$ cat config.mk
export PLATFORM = sky130hd
export DESIGN_NAME = apb_width_downconverter
export DESIGN_NICKNAME = d
export VERILOG_FILES = /design/src/rtl/apb_width_downconverter.sv
export SDC_FILE = /design/constraint.sdc
export NUM_CORES = 1
export LEC_CHECK = 0
export BUFFER_PORTS_ARGS = -buffer_cell sky130_fd_sc_hd__buf_4
export CAP_MARGIN = 30
export CELL_PAD_IN_SITES_DETAIL_PLACEMENT = 1
export CELL_PAD_IN_SITES_GLOBAL_PLACEMENT = 2
export CORE_MARGIN = 1
export CORE_UTILIZATION = 30
export CTS_CLUSTER_DIAMETER = 150
export DETAILED_ROUTE_END_ITERATION = 8
export PLACE_DENSITY = 0.81
export SYNTH_ARGS = -nofsm -noshare
export SYNTH_HDL_FRONTEND = slang
export SYNTH_SLANG_ARGS = --single-unit
$ cat constraint.sdc
create_clock -name pclk -period 3.9 [get_ports pclk]
set_input_delay 0.195 -clock pclk [delete_from_list [all_inputs] [get_ports pclk]]
set_output_delay 0.195 -clock pclk [all_outputs]
set_load 0.01 [all_outputs]
$ cat src/rtl/apb_width_downconverter.sv
// Wide-to-narrow APB bridge: each upstream transfer becomes up to RATIO
// downstream beats (LSB lane first). Writes may be posted; all-zero-strobe beats are skipped.
module apb_width_downconverter #(
  parameter int UP_WIDTH    = 64,
  parameter int DOWN_WIDTH  = 32,
  parameter int ADDR_WIDTH  = 20,
  parameter int POST_WRITES = 1
) (
  input  logic                    pclk,
  input  logic                    preset_n,
  input  logic                    up_psel,
  input  logic                    up_penable,
  input  logic                    up_pwrite,
  input  logic [ADDR_WIDTH-1:0]   up_paddr,
  input  logic [UP_WIDTH-1:0]     up_pwdata,
  input  logic [UP_WIDTH/8-1:0]   up_pstrb,
  output logic [UP_WIDTH-1:0]     up_prdata,
  output logic                    up_pready,
  output logic                    up_pslverr,
  output logic                    down_psel,
  output logic                    down_penable,
  output logic                    down_pwrite,
  output logic [ADDR_WIDTH-1:0]   down_paddr,
  output logic [DOWN_WIDTH-1:0]   down_pwdata,
  output logic [DOWN_WIDTH/8-1:0] down_pstrb,
  input  logic [DOWN_WIDTH-1:0]   down_prdata,
  input  logic                    down_pready,
  input  logic                    down_pslverr,
  output logic                    posted_err,
  input  logic                    posted_err_clr,
  output logic                    busy
);

  localparam int RATIO   = UP_WIDTH / DOWN_WIDTH;
  localparam int BEAT_W  = $clog2(RATIO);
  localparam int UP_STRB = UP_WIDTH / 8;
  localparam int DN_STRB = DOWN_WIDTH / 8;
  localparam int UP_LSB  = $clog2(UP_STRB);
  localparam int DN_LSB  = $clog2(DN_STRB);
  localparam int BASE_W  = ADDR_WIDTH - UP_LSB;

  typedef enum logic [1:0] {IDLE, SETUP, ACCESS, RESP} state_t;

  state_t              state_q;
  logic [BEAT_W-1:0]   beat_q;
  logic                pwrite_q;
  logic                posted_q;
  logic                err_q;
  logic [BASE_W-1:0]   base_q;
  logic [UP_STRB-1:0]  strb_q;
  logic [UP_WIDTH-1:0] wdata_q;
  logic [UP_WIDTH-1:0] rdata_q;
  logic [UP_WIDTH-1:0] rdata_d;

  logic [UP_WIDTH-1:0]   up_prdata_q;
  logic                  up_pready_q;
  logic                  up_pslverr_q;
  logic                  down_psel_q;
  logic                  down_penable_q;
  logic                  down_pwrite_q;
  logic [ADDR_WIDTH-1:0] down_paddr_q;
  logic [DOWN_WIDTH-1:0] down_pwdata_q;
  logic [DN_STRB-1:0]    down_pstrb_q;
  logic                  posted_err_q;

  logic [BEAT_W:0] first_d;
  logic [BEAT_W:0] next_d;
  logic            accept;
  logic            beat_done;
  logic            posted_set;
  logic            unused_addr_lsb;

  // Lowest beat index >= from that needs a downstream cycle; MSB flags "found".
  function automatic logic [BEAT_W:0] seek_beat(input logic [UP_STRB-1:0] strb,
                                                 input logic is_wr, input int from);
    logic [BEAT_W:0] res;
    res = '0;
    for (int i = RATIO - 1; i >= 0; i--) begin
      if (i >= from && (!is_wr || strb[i*DN_STRB +: DN_STRB] != '0)) begin
        res = {1'b1, BEAT_W'(i)};
      end
    end
    return res;
  endfunction

  function automatic logic [ADDR_WIDTH-1:0] beat_addr(input logic [BASE_W-1:0] base,
                                                      input logic [BEAT_W-1:0] idx);
    return {base, {UP_LSB{1'b0}}} | (ADDR_WIDTH'(idx) << DN_LSB);
  endfunction

  function automatic logic [DOWN_WIDTH-1:0] data_lane(input logic [UP_WIDTH-1:0] data,
                                                      input logic [BEAT_W-1:0] idx);
    return data[idx*DOWN_WIDTH +: DOWN_WIDTH];
  endfunction

  function automatic logic [DN_STRB-1:0] strb_lane(input logic [UP_STRB-1:0] strb,
                                                   input logic [BEAT_W-1:0] idx);
    return strb[idx*DN_STRB +: DN_STRB];
  endfunction

  assign accept     = (state_q == IDLE) && up_psel && up_penable;
  assign beat_done  = (state_q == ACCESS) && down_pready;
  assign posted_set = beat_done && down_pslverr && posted_q;
  assign first_d    = seek_beat(up_pstrb, up_pwrite, 0);
  assign next_d     = seek_beat(strb_q, pwrite_q, int'(beat_q) + 1);
  assign unused_addr_lsb = ^up_paddr[UP_LSB-1:0];

  always_comb begin
    rdata_d = rdata_q;
    rdata_d[beat_q*DOWN_WIDTH +: DOWN_WIDTH] = down_prdata;
  end

  // Payload registers; every read lane is rewritten before RESP, so no reset needed.
  always_ff @(posedge pclk) begin
    if (accept) begin
      wdata_q <= up_pwdata;
    end
    if (beat_done && !pwrite_q) begin
      rdata_q <= rdata_d;
    end
  end

  always_ff @(posedge pclk) begin
    if (!preset_n) begin
      state_q        <= IDLE;
      beat_q         <= '0;
      pwrite_q       <= 1'b0;
      posted_q       <= 1'b0;
      err_q          <= 1'b0;
      base_q         <= '0;
      strb_q         <= '0;
      up_prdata_q    <= '0;
      up_pready_q    <= 1'b0;
      up_pslverr_q   <= 1'b0;
      down_psel_q    <= 1'b0;
      down_penable_q <= 1'b0;
      down_pwrite_q  <= 1'b0;
      down_paddr_q   <= '0;
      down_pwdata_q  <= '0;
      down_pstrb_q   <= '0;
      posted_err_q   <= 1'b0;
    end else begin
      up_pready_q  <= 1'b0;
      up_pslverr_q <= 1'b0;
      up_prdata_q  <= '0;

      // A set in the same cycle as a clear must win.
      if (posted_set) begin
        posted_err_q <= 1'b1;
      end else if (posted_err_clr) begin
        posted_err_q <= 1'b0;
      end

      case (state_q)
        IDLE: begin
          if (accept) begin
            pwrite_q <= up_pwrite;
            posted_q <= (POST_WRITES != 0) && up_pwrite;
            err_q    <= 1'b0;
            base_q   <= up_paddr[ADDR_WIDTH-1:UP_LSB];
            strb_q   <= up_pstrb;
            if (first_d[BEAT_W]) begin
              state_q        <= SETUP;
              beat_q         <= first_d[BEAT_W-1:0];
              down_psel_q    <= 1'b1;
              down_penable_q <= 1'b0;
              down_pwrite_q  <= up_pwrite;
              down_paddr_q   <= beat_addr(up_paddr[ADDR_WIDTH-1:UP_LSB], first_d[BEAT_W-1:0]);
              down_pwdata_q  <= up_pwrite ? data_lane(up_pwdata, first_d[BEAT_W-1:0]) : '0;
              down_pstrb_q   <= up_pwrite ? strb_lane(up_pstrb, first_d[BEAT_W-1:0]) : '0;
              up_pready_q    <= (POST_WRITES != 0) && up_pwrite;
            end else begin
              // Write with no strobes at all: nothing to send downstream.
              state_q     <= RESP;
              up_pready_q <= 1'b1;
            end
          end
        end

        SETUP: begin
          state_q        <= ACCESS;
          down_penable_q <= 1'b1;
        end

        ACCESS: begin
          if (down_pready) begin
            err_q <= err_q | down_pslverr;
            if (next_d[BEAT_W]) begin
              state_q        <= SETUP;
              beat_q         <= next_d[BEAT_W-1:0];
              down_penable_q <= 1'b0;
              down_paddr_q   <= beat_addr(base_q, next_d[BEAT_W-1:0]);
              down_pwdata_q  <= pwrite_q ? data_lane(wdata_q, next_d[BEAT_W-1:0]) : '0;
              down_pstrb_q   <= pwrite_q ? strb_lane(strb_q, next_d[BEAT_W-1:0]) : '0;
            end else begin
              down_psel_q    <= 1'b0;
              down_penable_q <= 1'b0;
              down_pwrite_q  <= 1'b0;
              down_paddr_q   <= '0;
              down_pwdata_q  <= '0;
              down_pstrb_q   <= '0;
              if (posted_q) begin
                // Upstream already completed; the drain simply ends.
                state_q <= IDLE;
              end else begin
                state_q      <= RESP;
                up_pready_q  <= 1'b1;
                up_pslverr_q <= err_q | down_pslverr;
                if (!pwrite_q) begin
                  up_prdata_q <= rdata_d;
                end
              end
            end
          end
        end

        RESP: begin
          state_q <= IDLE;
        end

        default: begin
          state_q <= IDLE;
        end
      endcase
    end
  end

  assign up_prdata    = up_prdata_q;
  assign up_pready    = up_pready_q;
  assign up_pslverr   = up_pslverr_q;
  assign down_psel    = down_psel_q;
  assign down_penable = down_penable_q;
  assign down_pwrite  = down_pwrite_q;
  assign down_paddr   = down_paddr_q;
  assign down_pwdata  = down_pwdata_q;
  assign down_pstrb   = down_pstrb_q;
  assign posted_err   = posted_err_q;
  assign busy         = (state_q != IDLE);

endmodule

Word level (Yosys, flattened, before mapping)
Cells that the tools add are included.
{"block": "classes", "addsub": 2, "n_lt_le_gt_ge": 2, "n_eq_ne": 8, "shifts": 6, "n_mux": 58, "bitwise_logic": 6, "n_reduce_logical": 31}
{"op": "two-way mux 32 bit", "n": 6}
{"op": "variable part select 64 x 7 -> 32 bit", "n": 2}
{"op": "two-way mux 20 bit", "n": 4}
{"op": "bitwise mux 64 bit", "n": 1}
{"op": "one-hot mux 32 bit (2 select lines)", "n": 1}
{"op": "variable shift 32 x 34 -> 64 bit, first input constant", "n": 1}
{"op": "variable part select 32 x 34 -> 64 bit", "n": 1}
{"op": "OR 20 x 3 -> 20 bit", "n": 2}
{"op": "one-hot mux 20 bit (2 select lines)", "n": 1}
{"op": "negation 6 -> 34 bit", "n": 1}
{"op": "two-way mux 4 bit", "n": 6}
{"op": "two-way mux 1 bit", "n": 22}
{"op": "two-way mux 2 bit", "n": 9}
{"op": "nonzero test 4 bit", "n": 4}
{"op": "variable part select 8 x 4 -> 4 bit", "n": 2}
{"op": "!= test 2 bit, second input constant", "n": 5}
{"op": "one-hot mux 1 bit (2 select lines)", "n": 5}
{"op": "AND reduction 5 bit", "n": 2}
{"op": "logical AND 1 bit", "n": 8}
{"op": "one-hot mux 2 bit (4 select lines)", "n": 1}
{"op": "one-hot mux 4 bit (2 select lines)", "n": 1}
{"op": "AND reduction 4 bit", "n": 2}
{"op": "nonzero test 2 bit", "n": 3}
{"op": "OR reduction 5 bit", "n": 1}
{"op": "13 further kinds", "n": 22}
{"block": "word_totals", "regBits": 284, "inputBits": 132, "wordCells": 131}

Longest topological paths before layout
Gate-level depths: netlist (run 1).
{"block": "logic_depth", "ltp_word": 10, "ltp_mapped": 8, "mapped_depth_nobuf": 5}

Worst setup path before layout (run 1)
Ideal clock, no wire load.
{"block": "synth_timing", "kind": "reg2reg", "start": "register state_q[1]", "end": "register rdata_q[0], enable pin", "arrival_ns": 3.312, "required_time_ns": 3.413, "setup_slack_ns": 0.102, "stages_incl_launch_ff": 4, "synth_period_minus_slack_ns": 3.798, "cell_sequence": "dfxtp_1 -> buf_2 -> nand3b_1 -> nor2_1"}
{"block": "synth_between", "elab_chain_len": 3}
{"item": "from (decl)", "line": "44", "rtl": "state_t state_q;"}
{"item": "from (signal assigned)", "line": "125", "rtl": "state_q <= IDLE;"}
{"item": "from (signal assigned)", "line": "163", "rtl": "state_q <= SETUP;"}
{"item": "from (signal assigned)", "line": "174", "rtl": "state_q <= RESP;"}
{"item": "equality test 2 bit", "line": "102", "rtl": "assign beat_done = (state_q == ACCESS) && down_pready;"}
{"item": "logical AND 1 bit", "line": "102"}
{"item": "logical AND 1 bit", "line": "118", "rtl": "if (beat_done && !pwrite_q) begin"}
{"item": "to (signal assigned)", "line": "119", "rtl": "rdata_q <= rdata_d;"}
{"item": "to (decl)", "line": "52", "rtl": "logic [UP_WIDTH-1:0] rdata_q;"}
No other way between the ends.
A chain may end at the register's enable or synchronous reset.

Worst setup path after layout (run 1)
{"block": "layout_timing", "start": "input port up_pwrite", "end": "register down_pwdata_q[13] (netlist: down_pwdata[13])"}
{"block": "layout_between", "elab_chain_len": 9, "word_cells_on_any_way": 12}
{"item": "from (decl)", "line": "13", "rtl": "input logic up_pwrite,"}
{"item": "zero test 1 bit", "line": "79", "rtl": "if (i >= from && (!is_wr || strb[i*DN_STRB +: DN_STRB] != '0)) begin"}
{"item": "logical OR 1 bit", "line": "79"}
{"item": "two-way mux 2 bit (2 in a row)", "line": "79"}
{"item": "variable part select 64 x 7 -> 32 bit", "line": "93", "rtl": "return data[idx*DOWN_WIDTH +: DOWN_WIDTH];"}
{"item": "two-way mux 32 bit", "line": "169", "rtl": "down_pwdata_q <= up_pwrite ? data_lane(up_pwdata, first_d[BEAT_W-1:0]) : '0;"}
{"item": "two-way mux 32 bit", "line": "162", "rtl": "if (first_d[BEAT_W]) begin"}
{"item": "two-way mux 32 bit", "line": "156", "rtl": "if (accept) begin"}
{"item": "one-hot mux 32 bit (2 select lines)", "line": "154", "rtl": "case (state_q)"}
{"item": "to (signal assigned)", "line": "169"}
{"item": "to (signal assigned)", "line": "193", "rtl": "down_pwdata_q <= pwrite_q ? data_lane(wdata_q, next_d[BEAT_W-1:0]) : '0;"}
{"item": "to (decl)", "line": "62", "rtl": "logic [DOWN_WIDTH-1:0] down_pwdata_q;"}
Several ways; a longest one is shown, not always the timed one. The select of a mux whose other input is x is not followed.

==> impl_results.md, run 1 <==
- Outcome: completed
- Top-area cell type share of the netlist area: a little under a third
- Seq/Total Area, Yosys: 60.2%
- Global-route wire length before repair: 47.3 mm
- GRT overflow: 0
- HPWL after DPL: about 18 mm
- Syn Std Cell Area: 9770 um2
- Cell Pwr Density: 460 nW/um2
- Core ar.: 31800 um2
- Starting Density: a little under a third
- Final setup vio count: 0
- Syn avg cell area: between 10 and 15 um2
- Ys async rst share: 0%
- Relative slew slack: 33.0%
- Hold Vio Cnt, Final: 0
- Nets: 1288
- Design Area, Final: 13900 um2
- Crit end category: register
- Worst skew pair latency: 0.55 ns
- Share of cells above drive strength 1: 34.2%
- Iter 0 DRT Violations: 416
- Number of global-route vias before repair: 8429
- Placer Congestion: 0.743
- I/O pin count: 259
- Final Cycle Share: a little under two thirds
- Worst Path Required: 4.33 ns
- ANT nets after route: 0
- Max IR drop VDD: 0.000310 V
- Synth area leaders: dfxtp_1 (31%), edfxtp_1 (29%), mux2_2 (7.8%), a21oi_1 (4.4%), and3_1 (4.1%)
- Worst slew pin tran: 0.996 ns
- Worst setup SP type: input port
- Row Count: 65
- Commonest cells after routing, fill and taps aside: buf_4 (268), dfxtp_1 (149), edfxtp_1 (96)
- Mapped Cells: 851
- Max Fclk: 401 MHz
- Area Growth Syn to Fin: 42.2%
- Area leader, netlist: dfxtp_1
- GR Util All Layers: about 18%
- Clock tree buffer depth: 3
- Fillers: 3435
- Final WL: roughly 30 mm
- Worst Skew: 0.0217 ns
- Clock transition at path regs: about 0.060 ns
- Ys flop type: dfxtp_1
- Worst hold path class: in -> reg
- Root buffer cell: clkbuf_16
- Post-DP Area: 12000 um2
- Netlist cell types: 43
- CTS tree: done
- Ys Warns: 0
- Slew Limit Fails: 0
- Die extent in y: 183 um
- Postcts setup bufs: 0
- Post_cts resized: 0
- RSZ-0062 raised after global routing: no
- DR vias/cell: 4.93
- Die W: approximately 180 um
- Leading cell type in the layout, fill and taps excluded: buf_4
- Number of flops mapped to enable cells by yosys: 96
- Initial antenna violation count: 2
- Final min period: between 2 and 2.5 ns
- Leakage power: 5.54 nW
- CTS Sinks: 246
- Die Footprint: roughly 33000 um2
- H-tree depth: 1
- Critical path class: in -> reg
- Synthesis-stage register bit count: 246
- Design Power: 6.39 mW
- Total Negative Setup Slacks: 0 ns
- WP data arrival: 2.92 ns
- DR vias: 7958
- Maxcap violations: 0
- Routed len/inst: 18.8 um
- DRT Pass-1 Iters: 4
- Largest net degree at the start of global routing: 71
- Number of CTS-inserted buffers: 28
- Worst-path fanout max: 33
- Input/output buffers: ~250
- DRC Markers: 0
==> flip-flops by register name, indices dropped and copies added, names as in the netlist, 2 cells and up <==
name and flops:
down_pwdata 32, up_prdata 64, rdata_q 64, wdata_q 32, base_q 17, down_pstrb 4
state_q 2, down_paddr 18, strb_q 4
==> cells by family after synthesis <==
family                 Yosys count  synth area share (%)
AND/OR/NAND/NOR                243                  12.8
AO/OA/AOI/OAI                  173                  11.8
buffers and inverters           92                  4.04
other                            1                0.0384
flip-flops                     246                  60.2
multiplexers                    96                  11.1
==> stage by stage <==
| step | worst slack, ns | util [%] | hold slack, ns | cells |
|---|---|---|---|---|
| after detailed placement | 1.42 | 37.8 | 0.385 | 1472 |
| final | 1.41 | 43.7 | 0.0586 | 1614 |
| after global routing | 1.25 | 43.7 | 0.0565 | 1614 |
| after global placement | 1.53 | 37.8 | 0.384 | 1472 |
| after CTS | 1.39 | 43.7 | 0.0218 | 1612 |
| after floorplan | 0.102 | - | 0.294 | 852 |
==> worst paths after layout <==
| kind | start | endpoint | slack [ns] | cells after the start |
|---|---|---|---|---|
| setup / recovery | up_pwrite | down_pwdata[13]$_SDFFE_PN0P_ | 1.41 | 7 |
| hold / removal | up_pstrb[2] | down_pstrb[2]$_SDFFE_PN0P_ | 0.06 | 3 |
| setup reg to reg | state_q[0]$_SDFFE_PN0P_ | down_pwdata[22]$_SDFFE_PN0P_ | 1.52 | 5 |
| hold reg to reg | base_q[13]$_SDFFE_PN0P_ | base_q[13]$_SDFFE_PN0P_ | 0.45 | 2 |
==> Yosys cell counts (2+ instances only) <==
cell type and number:
buf_4 3, nand2_1 87, nand2b_1 2, mux2_2 68, a211oi_1 19, nand3b_1 3
mux2_1 28, and2_1 3, dfxtp_1 150, buf_6 3, a21oi_1 85, a31oi_1 2
a22oi_1 17, clkbuf_1 59, buf_2 13, and3_1 64, o21ai_0 3, a311oi_1 35
nor2_1 6, buf_1 6, inv_1 7, nor4_1 3, edfxtp_1 96, a211oi_2 2
nor4b_4 2, nor3_1 4, nand3_1 65
==> worst max-delay path, stage by stage <==
cell and delay [ns]:
dlygate4sd3_1 0.56, buf_4 0.19, or4b_4 0.52, a211oi_4 0.24, buf_4 0.50, mux2_1 0.39
a311oi_1 0.31
==> area by class of cell <==
class	instances	area [um2]	area share, %
Clock buffer	33	769	5.54
Multi-Input combinational cell	514	3530	25.4
Tap cell	435	544	3.92
Sequential cell	246	5890	42.4
Timing Repair Buffer	358	2920	21.0
Clock inverter	18	204	1.47
Antenna cell	2	5.00	0.0360
Inverter	8	30.0	0.216
==> report_power, final <==
| part | switching [mW] | internal (mW) | total (mW) |
|---|---|---|---|
| registers | 0.0546 | 2.79 | 2.84 |
| logic | 0.396 | 0.387 | 0.784 |
| clock network | 1.09 | 1.67 | 2.76 |
| total | 1.54 | 4.85 | 6.39 |
==> routing by layer <==
layer  GRT usage [%]  vias up  share of wire, %
met4            5.51        0               2.5
met5               0        -                 0
li1                -     3757                 -
met1            21.5     3918                42
met3            4.31       49               6.5
met2            30.9      234                49
==> what timing repair did <==
action,CTS,global route
setup endpoints to repair,0,0
hold buffers,89,0
hold endpoints to repair,122,0
No activity file was read; power rests on OpenSTA's default activity.
==> run 2, diff against run 1 <==
Settings changed: ABC_AREA set to 1, CORE_UTILIZATION 30 to 31, PLACE_DENSITY 0.81 to 0.85.
Clock period 3.9 ns to 2.58 ns, I/O delays scaled along.
==> impl_results.md, run 2 <==
- Top-count cell post-synth: inv_1
- Reg-to-reg endpoint: down_pwdata[17]$_SDFFE_PN0P_
- Ys flop type: dfxtp_1
- Clock tree buffer depth: 3
- Combinational share of power: 10.3%
- Leading cell type in the layout, fill and taps excluded: buf_4
- Clk pwr share: 44.0%
- Postcts setup bufs: 0
- Number of global-route vias before repair: approximately 11000
- Area leader, netlist: edfxtp_1
- GR Util All Layers: 19.6%
- Gr busiest metal: met2
- Number of flops mapped to enable cells by yosys: 114
- Met1 usage: 23.4%
- Die Footprint: 35900 um2
- Die W: 190 um
- Initial antenna violation count: 0
- Compound-gate portion of the synthesized area: a little under a tenth
- Hold EP: down_pstrb[3]$_SDFFE_PN0P_
- H-tree depth: 1
- Worst slew pin tran: 0.967 ns
- Placer Congestion: 0.757
- Sw Share: 23.9%
- Worst skew pair latency: 0.56 ns
- Ys async rst share: 0%
- Top-area cell type share of the netlist area: between 30% and 40%
- RSZ-0062 raised after global routing: no
- Maxcap violations: 0
- Slew Limit Fails: 0
- Routed len/inst: around 17 um
- Iter 0 DRT Violations: between 300 and 400
- Area Growth Syn to Fin: 43.1%
- Input/output buffers: 253
- Post_cts resized: 0
- Commonest cells after routing, fill and taps aside: buf_4 (267), inv_1 (245), nand2_1 (165)
- Row Count: 68
- HPWL after DPL: 21.0 mm
- Total Negative Setup Slacks: 0 ns
- DRT Pass-1 Iters: 4
- Leakage power: 7.14 nW
- CTS tree: done
- Crit end category: register
- CTS Sinks: 264
- ANT nets after route: 0
- Worst Skew: 0.0112 ns
- Syn avg cell area: 8.60 um2
- Starting Density: 31.6%
- Ys Warns: 0
- Final Cycle Share: 79.7%
- WP data arrival: 2.57 ns
- Max IR drop VDD: 0.000523 V
- Clock transition at path regs: 0.06 ns
- GRT overflow: 0
- Post-synthesis mux area share: 0%
- Net Sw Power: 2.39 mW
- Largest family of logic cells by synthesized area: simple AND/OR/NAND/NOR gates
- Final WL: 35.9 mm
- Min setup slack post-route: roughly 0.52 ns
- Largest net degree at the start of global routing: between 80 and 90
- I/O pin count: 259
- Final setup vio count: 0
- Reg2Reg Launch Point: state_q[1]$_SDFFE_PN0P_
- CP Launch Point: state_q[1]$_SDFFE_PN0P_
- Internal reg-to-reg setup slack: about 0.52 ns
- Reg2Reg Depth: 10
- Global-route wire length before repair: 56.5 mm
- Netlist cell types: 27
- Seq/Total Area, Yosys: 58.9%
- Adder-cell share of the synthesized area: 0%
- Share of cells above drive strength 1: 24.7%
- Max Fclk: 486 MHz
- Post-Synth Simple-Gate Area: approximately a fifth
- Root buffer cell: clkbuf_16
- Place WS: 0.563 ns
- Fillers: 4004
- DRC Markers: 0
- Sequential group share of total power: 45.6%
- Cell Pwr Density: 641 nW/um2
- Final min period: roughly 2 ns
- Nets: 1763
- Synthesis-stage register bit count: 264
- Synth cell count leaders: inv_1 (246), nand2_1 (165), dfxtp_1 (150), nand3_1 (128), nor2_1 (117)
- Critical path class: reg -> reg
- Synth area leaders: edfxtp_1 (31%), dfxtp_1 (28%), inv_1 (8.5%), nand3_1 (5.9%), nand2_1 (5.7%)
- Mapped Cells: approximately 1300
- Internal power: 7.62 mW
- Worst hold path class: in -> reg
- Met3 Use GR: between 4 and 5%
- Relative slew slack: 35.4%
- Hold Vio Cnt, Final: 0
- Worst-path fanout max: 23
- Die extent in y: between 150 and 200 um
- Worst Path Required: 3.09 ns
- Syn Std Cell Area: 10900 um2
- Number of CTS-inserted buffers: 31
- DR vias: between 9000 and 10000
- Worst setup SP type: register
- Min-delay src: up_pstrb[3]
- Routing usage on met2: 35.1%
- Xor/xnor share of the synthesized area: 0%
- Core ar.: 34500 um2
- Hold Crit Depth: 7
- Outcome: completed
- DR vias/cell: roughly 4.6
[run 2: changes by cell type after synthesis, moves of 20 or more]
cell | previous run | this run
nor2_1 | 6 | 117
inv_1 | 7 | 246
mux2_1 | 28 | 0
or2_2 | 0 | 64
nand2_1 | 87 | 165
a311oi_1 | 35 | 1
a21oi_1 | 85 | 65
clkbuf_1 | 59 | 29
mux2_2 | 68 | 0
and3_1 | 64 | 0
nand3_1 | 65 | 128
buf_2 | 13 | 34
o21ai_0 | 3 | 107
[run 2: critical path: stages, from the launching register on]
cell and delay (ns):
dfxtp_1 0.36, nor2_2 0.15, inv_2 0.07, nor2_4 0.27
inv_2 0.11, nand2_2 0.13, nand2_2 0.29, buf_12 0.28
a21oi_1 0.16, nand2_1 0.10, inv_1 0.06
[run 2: cell families (layout without fill, tap and decap cells)]
family,Yosys count,after routing
and+or+nand+nor,489,489
buffers and inverters,323,709
DFF,264,264
AOI/OAI and AO/OA,191,191
other,1,3
[run 2: power by group through the flow]
stage	logic (mW)	clock network, mW	registers (mW)
2_1_floorplan	0.400	0	4.68
3_3_place_gp	0.845	0	4.65
3_5_place_dp	0.868	0	4.66
4_1_cts	1.03	4.52	4.57
5_1_grt	1.14	4.67	4.58
6_report	1.03	4.41	4.57
[run 2: how the worst max path moves through the flow]
stage	slack [ns]	to	cells after the start
floorplan	0.03	wdata_q[0]$_DFFE_PN_	4
global route	0.37	down_pwdata[21]$_SDFFE_PN0P_	10
detailed placement	0.56	down_pwdata[26]$_SDFFE_PN0P_	10
global placement	0.62	down_pwdata[21]$_SDFFE_PN0P_	10
finish	0.52	down_pwdata[17]$_SDFFE_PN0P_	10
CTS	0.53	up_prdata[22]$_SDFF_PP0_	7
[run 2: per-stage QoR]
step	power, mW	hold WS [ns]	instances	util (%)	instance area (um2)
floorplan	5.08	0.228	1269	-	10900
global placement	5.50	0.317	1928	38.6	13300
detailed placement	5.52	0.318	1928	38.6	13300
CTS	10.1	0.0000512	2110	45.2	15600
global route	10.4	0.0417	2110	45.2	15600
finish	10.0	0.0191	2111	45.2	15600
[run 2: repair_timing]
action                                  CTS  global route
endpoints found under the hold margin   240             0
endpoints found under the setup margin    0             0
hold buffers                            125             0
[run 2: cell type report]
type | instances | area, um2 | area share (%)
Sequential cell | 264 | 6430 | 41.2
Timing Repair Buffer | 400 | 3420 | 21.9
Multi-Input combinational cell | 682 | 3230 | 20.7
Inverter | 252 | 946 | 6.06
Clock buffer | 35 | 801 | 5.13
Tap cell | 455 | 569 | 3.65
Clock inverter | 22 | 214 | 1.37
Antenna cell | 1 | 2.50 | 0.0160
[run 2: routing by layer]
| metal | wire (um) | vias to the layer above | part of all wire (%) |
|---|---|---|---|
| met5 | 0 | - | 0 |
| met4 | 792 | 0 | 2.2 |
| met3 | 2380 | 61 | 6.6 |
| met2 | 17800 | 272 | 50 |
| met1 | 14900 | 4712 | 42 |
| li1 | - | 4713 | - |
